===== src/rtl/sync_filter_pkg.sv =====
// Shared helpers for the synchronizer/glitch-filter block.
package sync_filter_pkg;

  // Counter width able to hold 0..fc.
  function automatic int cnt_width(input int fc);
    return $clog2(fc + 1);
  endfunction

endpackage


===== src/rtl/sync_filter_chan.sv =====
// One channel: multi-flop synchronizer followed by a consecutive-cycle
// level filter with registered rise/fall pulses.
module sync_filter_chan
  import sync_filter_pkg::*;
#(
  parameter int   SYNC_STAGES   = 3,
  parameter int   FILTER_CYCLES = 4,
  parameter logic RESET_BIT     = 1'b0
) (
  input  logic clk,
  input  logic rst,
  input  logic in_i,
  output logic level_o,
  output logic rise_o,
  output logic fall_o
);

  localparam int               CNT_W    = cnt_width(FILTER_CYCLES);
  localparam logic [CNT_W-1:0] CNT_LAST = CNT_W'(FILTER_CYCLES - 1);

  logic [SYNC_STAGES-1:0] sync_q, sync_d;
  logic [CNT_W-1:0]       cnt_q, cnt_d;
  logic                   level_q, level_d;
  logic                   rise_q, rise_d;
  logic                   fall_q, fall_d;
  logic                   s;

  always_comb begin
    sync_d  = {sync_q[SYNC_STAGES-2:0], in_i};
    s       = sync_q[SYNC_STAGES-1];
    cnt_d   = '0;
    level_d = level_q;
    rise_d  = 1'b0;
    fall_d  = 1'b0;
    // Any cycle where s agrees with the output level discards a partial run.
    if (s != level_q) begin
      if (cnt_q == CNT_LAST) begin
        level_d = s;
        rise_d  = s;
        fall_d  = ~s;
      end else begin
        cnt_d = cnt_q + CNT_W'(1);
      end
    end
  end

  always_ff @(posedge clk) begin
    if (rst) begin
      sync_q  <= {SYNC_STAGES{RESET_BIT}};
      cnt_q   <= '0;
      level_q <= RESET_BIT;
      rise_q  <= 1'b0;
      fall_q  <= 1'b0;
    end else begin
      sync_q  <= sync_d;
      cnt_q   <= cnt_d;
      level_q <= level_d;
      rise_q  <= rise_d;
      fall_q  <= fall_d;
    end
  end

  assign level_o = level_q;
  assign rise_o  = rise_q;
  assign fall_o  = fall_q;

endmodule


===== src/rtl/sync_filter.sv =====
// WIDTH independent synchronize-and-debounce channels with edge pulses.
module sync_filter #(
  parameter int               WIDTH         = 1,
  parameter int               SYNC_STAGES   = 3,
  parameter int               FILTER_CYCLES = 4,
  parameter logic [WIDTH-1:0] RESET_VALUE   = '0
) (
  input  logic             clk,
  input  logic             rst,
  input  logic [WIDTH-1:0] in_sig,
  output logic [WIDTH-1:0] out_sig,
  output logic [WIDTH-1:0] rise,
  output logic [WIDTH-1:0] fall
);

  for (genvar i = 0; i < WIDTH; i++) begin : g_chan
    sync_filter_chan #(
      .SYNC_STAGES  (SYNC_STAGES),
      .FILTER_CYCLES(FILTER_CYCLES),
      .RESET_BIT    (RESET_VALUE[i])
    ) u_chan (
      .clk    (clk),
      .rst    (rst),
      .in_i   (in_sig[i]),
      .level_o(out_sig[i]),
      .rise_o (rise[i]),
      .fall_o (fall[i])
    );
  end

endmodule


===== config.mk =====
export PLATFORM = sky130hd
export DESIGN_NAME = sync_filter
export DESIGN_NICKNAME = d
export VERILOG_FILES = /design/src/rtl/sync_filter_pkg.sv /design/src/rtl/sync_filter_chan.sv /design/src/rtl/sync_filter.sv
export SDC_FILE = /design/constraint.sdc
export NUM_CORES = 1
export LEC_CHECK = 0
export ABC_CLOCK_PERIOD_IN_PS = 1450
export CAP_MARGIN = 0
export CORE_AREA = 2 2 39 41
export CTS_CLUSTER_DIAMETER = 60
export CTS_CLUSTER_SIZE = 10
export DETAILED_ROUTE_END_ITERATION = 6
export DIE_AREA = 0 0 41 43
export GPL_ROUTABILITY_DRIVEN = 0
export PLACE_DENSITY_LB_ADDON = 0.3
export SETUP_SLACK_MARGIN = 0.4
export SYNTH_ARGS = -nofsm -noshare
export SYNTH_HDL_FRONTEND = slang
export SYNTH_SLANG_ARGS = --single-unit

===== constraint.sdc =====
create_clock -name clk -period 1.45 [get_ports clk]
set_clock_uncertainty 0.05 [all_clocks]
set_input_delay 0.2175 -clock clk [delete_from_list [all_inputs] [get_ports clk]]
set_output_delay 0.2175 -clock clk [all_outputs]
set_load 0.01 [all_outputs]

==> results of run 1 <==
-- what timing repair did --
action	CTS	global route
setup endpoints to repair	9	7
gates resized for setup	17	1
buffers inserted	2	0
pin swaps	4	1
-- power groups by stage --
stage	clock, mW	combinational [mW]	sequential, mW
2_1_floorplan	0	0.00470	0.258
3_3_place_gp	0	0.0131	0.258
3_5_place_dp	0	0.0137	0.258
4_1_cts	0.201	0.0155	0.253
5_1_grt	0.219	0.0174	0.253
6_report	0.194	0.0152	0.253
-- cell type report --
| cell class | count | area, um2 | share of cell area [%] |
|---|---|---|---|
| inverters | 1 | 3.75 | 0.847 |
| well taps | 16 | 20.0 | 4.52 |
| flip-flops and latches | 9 | 184 | 41.5 |
| clock inverters | 1 | 5.00 | 1.13 |
| multi-input cells | 13 | 158 | 35.6 |
| repair buffers | 7 | 50.0 | 11.3 |
| clock buffers | 3 | 22.5 | 5.08 |
-- flip-flops by register name, indices dropped and copies added (netlist names) --
name / cells
g_chan.u_chan.rise_o: 1
g_chan.u_chan.fall_o: 1
g_chan.u_chan.cnt_q: 3
g_chan.u_chan.sync_q: 3
g_chan.u_chan.level_o: 1
-- cell families (layout without fill, tap and decap cells) --
group                    count (synthesis)  count (layout)  synth area share (%)
multiplexers                             1               1                  3.31
XOR/XNOR                                 1               1                  2.89
AND/OR/NAND/NOR                          9               9                  24.8
adder cells (fa/ha/maj)                  2               2                  8.26
buffers and inverters                    1              12                  1.24
flip-flops                               9               9                  59.5
-- final timing paths --
kind	end	cells after the start	startpoint	slack (ns)
worst min register to register	g_chan[0].u_chan.sync_q[2]$_SDFF_PP0_	1	g_chan[0].u_chan.sync_q[1]$_SDFF_PP0_	0.39
worst max register to register	g_chan[0].u_chan.level_o$_SDFFE_PP0P_	4	g_chan[0].u_chan.cnt_q[0]$_SDFF_PP0_	0.40
worst max-delay path	g_chan[0].u_chan.level_o$_SDFFE_PP0P_	4	g_chan[0].u_chan.cnt_q[0]$_SDFF_PP0_	0.40
worst min-delay path	g_chan[0].u_chan.sync_q[2]$_SDFF_PP0_	1	g_chan[0].u_chan.sync_q[1]$_SDFF_PP0_	0.39
-- cell usage after synthesis --
cell type and count:
inv_1 1, nor2_1 1, xnor2_1 1, nor4b_2 1
and4bb_2 2, nor2b_1 3, mux2i_1 1, dfxtp_1 9
ha_1 2, nor4_1 2
-- metal layers --
layer  vias up  GRT usage (%)
met5         -              0
met4         0           10.0
met3         0           1.57
met2         5           11.3
met1        98           7.84
li1        104              -
-- stage by stage --
stage                     cells  setup slack (ns)  cell area [um2]  power [mW]  hold slack (ns)
final                        50             0.398              443       0.462            0.395
after global routing         50             0.352              443       0.489            0.413
after CTS                    50             0.375              449       0.470            0.398
after detailed placement     44             0.126              388       0.272            0.376
after global placement       44             0.163              388       0.271            0.377
after floorplan              23             0.430              318       0.262            0.239
==> reports/metrics.yaml, run 1 <==
cp_common_cell: "ha_4"
grt_max_degree: 10
met1_length_um: 198
die_w_um: 41
ys_types: 10
tightest_slew_ns: 0.322
grt_setup_unrepaired: "yes"
dp_hpwl_um: 321
cp_data_arrival_time_ns: 1.15
status: "finished, final reports clean"
pin_count: 6
crit_buf_inv: 0
most-common-layout-cells: "6 x dfxtp_1, 3 x nor2b_1, 3 x clkbuf_4, 3 x dfxtp_2, 3 x buf_2"
post_route_cells_drive_above_1_share_pct: 55.9
met3_length_um: 33
antenna_cells: 0
crit_fanout: 6
min_period_over_period_pct: 72.5
syn_nets: 28
tritoncts: "done"
maxSlewViolCount: 0
viasPerCell: 4.14
critical_path_class: "register to register"
internal_power_mw: 0.362
wire_per_inst_um: 9.48
dieArea_mm2: 0.00176
globalRouteOverflowTotal: 0
clkPwrFrac_pct: 42.0
final.setup.tns_ns: 0
timing.fmax_mhz: 951
yosys.area.top_type_share_pct: 59.5
ir_worst_vdd_uv: 362
yosys_warnings: 0
clockBufferDepth: 2
syn_avg_cell_area_um2: 13.2
fillers: 150
end_kind: "register"
ys_ff_latch: 9
clk_pin_slew_ns: 0.07
cts_root_buffer: "clkbuf_4"
min_period_ns: 1.05
area_growth_pct: 46.3
portBuffers: 5
vias: 207
drt-total-wl_um: 474
crit_required_ns: 1.55
dieHeight_um: 43
ctsHoldBuffers: 0
top_layer: "met3"
p_sw_share_pct: 21.7
synth_area_um2: 303
cts_sinks: 9
hold_violations: 0
num_rows: 14
power_switching_mw: 0.100
critPathSlowestCell: "dfxtp_2"
ant_nets: 0
post-route-util_pct: 32.0
synth_area_leader_cell: "dfxtp_1"
h-tree-depth: 1
seqPwrFrac_pct: 54.7
holdCritPathClass: "register to register"
clock_latency_ns: 0.26
seq_area_frac_synth_pct: 59.5
initial_core_util_pct: 21.9
cap_viol_max_count: 0
cts-buffers-inserted: 3
pwr_density_cell_mw_per_mm2: 1040
drc: 0
nets: 40
layout_commonest_cell: "dfxtp_1"
grt_pass1_wl_um: 855
first_iter_violations: 1
start_kind: "register"
grt_util_all_layers_pct: 7.87
netlist_instances: 23
crit_path_cell_trace: "ha_4 -> ha_4 -> mux2i_1 -> nor2_1"
coreArea_mm2: 0.00138
wl_met2_um: 241
cp_top_family: "flip-flops"
dr.pass1.iters: 2
setup_viol: 0
power.share.combinational_pct: 3.3
synth_area_leaders: "dfxtp_1 60%, and4bb_2 8.3%, ha_1 8.3%"
cpPeakStageDelay_ns: 0.35
max_slew_margin_pct: 78.5
antenna_found_initial: 0
p_leak_nw: 0.165
grt_pass1_vias: 210
(Power assumes the default switching activity.)
==> run 2, diff against run 1 <==
--- a/config.mk
+++ b/config.mk
@@ -5,7 +5,7 @@
 export SDC_FILE = /design/constraint.sdc
 export NUM_CORES = 1
 export LEC_CHECK = 0
-export ABC_CLOCK_PERIOD_IN_PS = 1450
+export ABC_CLOCK_PERIOD_IN_PS = 1000
 export CAP_MARGIN = 0
 export CORE_AREA = 2 2 39 41
 export CTS_CLUSTER_DIAMETER = 60
==> constraint.sdc (replaced) <==
create_clock -name clk -period 1 [get_ports clk]
set_clock_uncertainty 0.05 [all_clocks]
set_input_delay 0.15 -clock clk [delete_from_list [all_inputs] [get_ports clk]]
set_output_delay 0.15 -clock clk [all_outputs]
set_load 0.01 [all_outputs]
==> run 2 against run 1 <==
  * The flow now finishes with violations (negative setup slack)
  * Cell area rose by 7.6%
  * First-iteration DRC count grew 100%
  * Routed wire length is 1.7% higher
  * Final cell count rose by 2.0%
==> reports/metrics.yaml, run 2 (synthesis gave the netlist of run 1 again) <==
status: "finished, violations left"
violations: "negative setup slack"
grt_setup_unrepaired: "yes"
hold_violations: 0
nets: 41
final.setup.tns_ns: -0.209
vias: 210
layout_commonest_cell: "dfxtp_1"
end_kind: "register"
power_switching_mw: 0.141
dp_hpwl_um: 354
dr.pass1.iters: 2
seqPwrFrac_pct: 54.9
first_iter_violations: 2
min_period_over_period_pct: 106
internal_power_mw: 0.528
ctsHoldBuffers: 0
post_route_cells_drive_above_1_share_pct: 60.0
crit_required_ns: 1.10
drt-total-wl_um: 482
critical_path_class: "register to register"
setup_viol: 6
cap_viol_max_count: 0
initial_core_util_pct: 21.9
dpl_cell_area_um2: 415
drc: 0
cp_data_arrival_time_ns: 1.16
clkPwrFrac_pct: 41.0
portBuffers: 5
antenna_found_initial: 0
p_sw_share_pct: 21.1
crit_fanout: 6
grt_util_all_layers_pct: 8.68
seq_area_um2: 183
globalRouteOverflowTotal: 0
dieArea_mm2: 0.00176
pwr_density_cell_mw_per_mm2: 1400
wire_per_inst_um: 9.45
start_kind: "register"
num_rows: 14
fillers: 138
dieHeight_um: 43
maxSlewViolCount: 0
holdCritPathClass: "input port to register"
tightest_slew_ns: 0.249
min_period_ns: 1.06
pin_count: 6
power.share.combinational_pct: 4.1
whs_ns: 0.232
antenna_cells: 0
die_w_um: 41
fin_area_um2: 477
most-common-layout-cells: "7 x dfxtp_1, 3 x nor2b_1, 3 x clkbuf_4, 3 x buf_4"
cts-buffers-inserted: 3
viasPerCell: 4.12
p_leak_nw: 0.172
cts_sinks: 9
timing.fmax_mhz: 942
grt_max_degree: 8
coreArea_mm2: 0.00138
h-tree-depth: 1
grt_pass1_vias: 229
area_growth_pct: 57.4
cts_root_buffer: "clkbuf_4"
setup_slack_ns: -0.0615
multi_input_area_um2: 184
clk_pin_slew_ns: 0.06
grt_pass1_wl_um: 945
clock_latency_ns: 0.26
ir_worst_vdd_uv: 738
max_slew_margin_pct: 83.4
clockBufferDepth: 2
reg.largest.list: "g_chan.u_chan.cnt_q x3, g_chan.u_chan.sync_q x3"
tritoncts: "done"
ant_nets: 0
[run 2: worst paths after layout]
kind	slack (ns)	to	cells after the start	start
min	0.23	g_chan[0].u_chan.cnt_q[0]$_SDFF_PP0_	2	rst
max reg2reg	-0.06	g_chan[0].u_chan.level_o$_SDFFE_PP0P_	4	g_chan[0].u_chan.cnt_q[1]$_SDFF_PP0_
min reg2reg	0.40	g_chan[0].u_chan.sync_q[1]$_SDFF_PP0_	1	g_chan[0].u_chan.sync_q[0]$_SDFF_PP0_
max	-0.06	g_chan[0].u_chan.level_o$_SDFFE_PP0P_	4	g_chan[0].u_chan.cnt_q[1]$_SDFF_PP0_
[run 2: worst max-delay path: stages, from the launching register on]
cell and delay [ns]:
dfxtp_2 0.35, ha_4 0.14, ha_4 0.18, mux2i_1 0.19
nor2_1 0.05
[run 2: area by class of cell]
type                       instances  share of cell area, %
multi-input combinational         13                   38.6
sequential                         9                   38.3
timing repair buffer               8                   12.3
clock buffer                       3                   4.72
tap                               16                   4.20
clock inverter                     1                   1.05
inverter                           1                  0.787
[run 2: stage by stage]
stage | setup slack [ns] | util, % | power (mW) | cells
after CTS | -0.0611 | 34.8 | 0.689 | 51
final | -0.0615 | 34.4 | 0.669 | 51
after floorplan | -0.00165 | - | 0.381 | 23
after global placement | -0.174 | 30.0 | 0.397 | 46
after global routing | -0.111 | 34.4 | 0.721 | 51
after detailed placement | -0.201 | 30.0 | 0.397 | 46
[run 2: power groups by stage]
stage,clock [mW],sequential [mW],combinational (mW)
CTS,0.293,0.368,0.0279
finish,0.274,0.368,0.0274
global placement,0,0.374,0.0220
detailed placement,0,0.375,0.0225
global route,0.322,0.368,0.0307
floorplan,0,0.374,0.00679
[run 2: timing repair]
action                                  in CTS  in global routing
endpoints found under the setup margin      12                  9
cloned                                       0                  0
resized for setup                           18                  1
setup buffers                                1                  0
pin swaps                                    5                  0
[run 2: per-layer routing]
metal	part of all wire [%]	global-route usage, %
met3	6.6	3.14
met5	0	0
met2	50	9.69
met4	0	10.0
met1	44	11.1
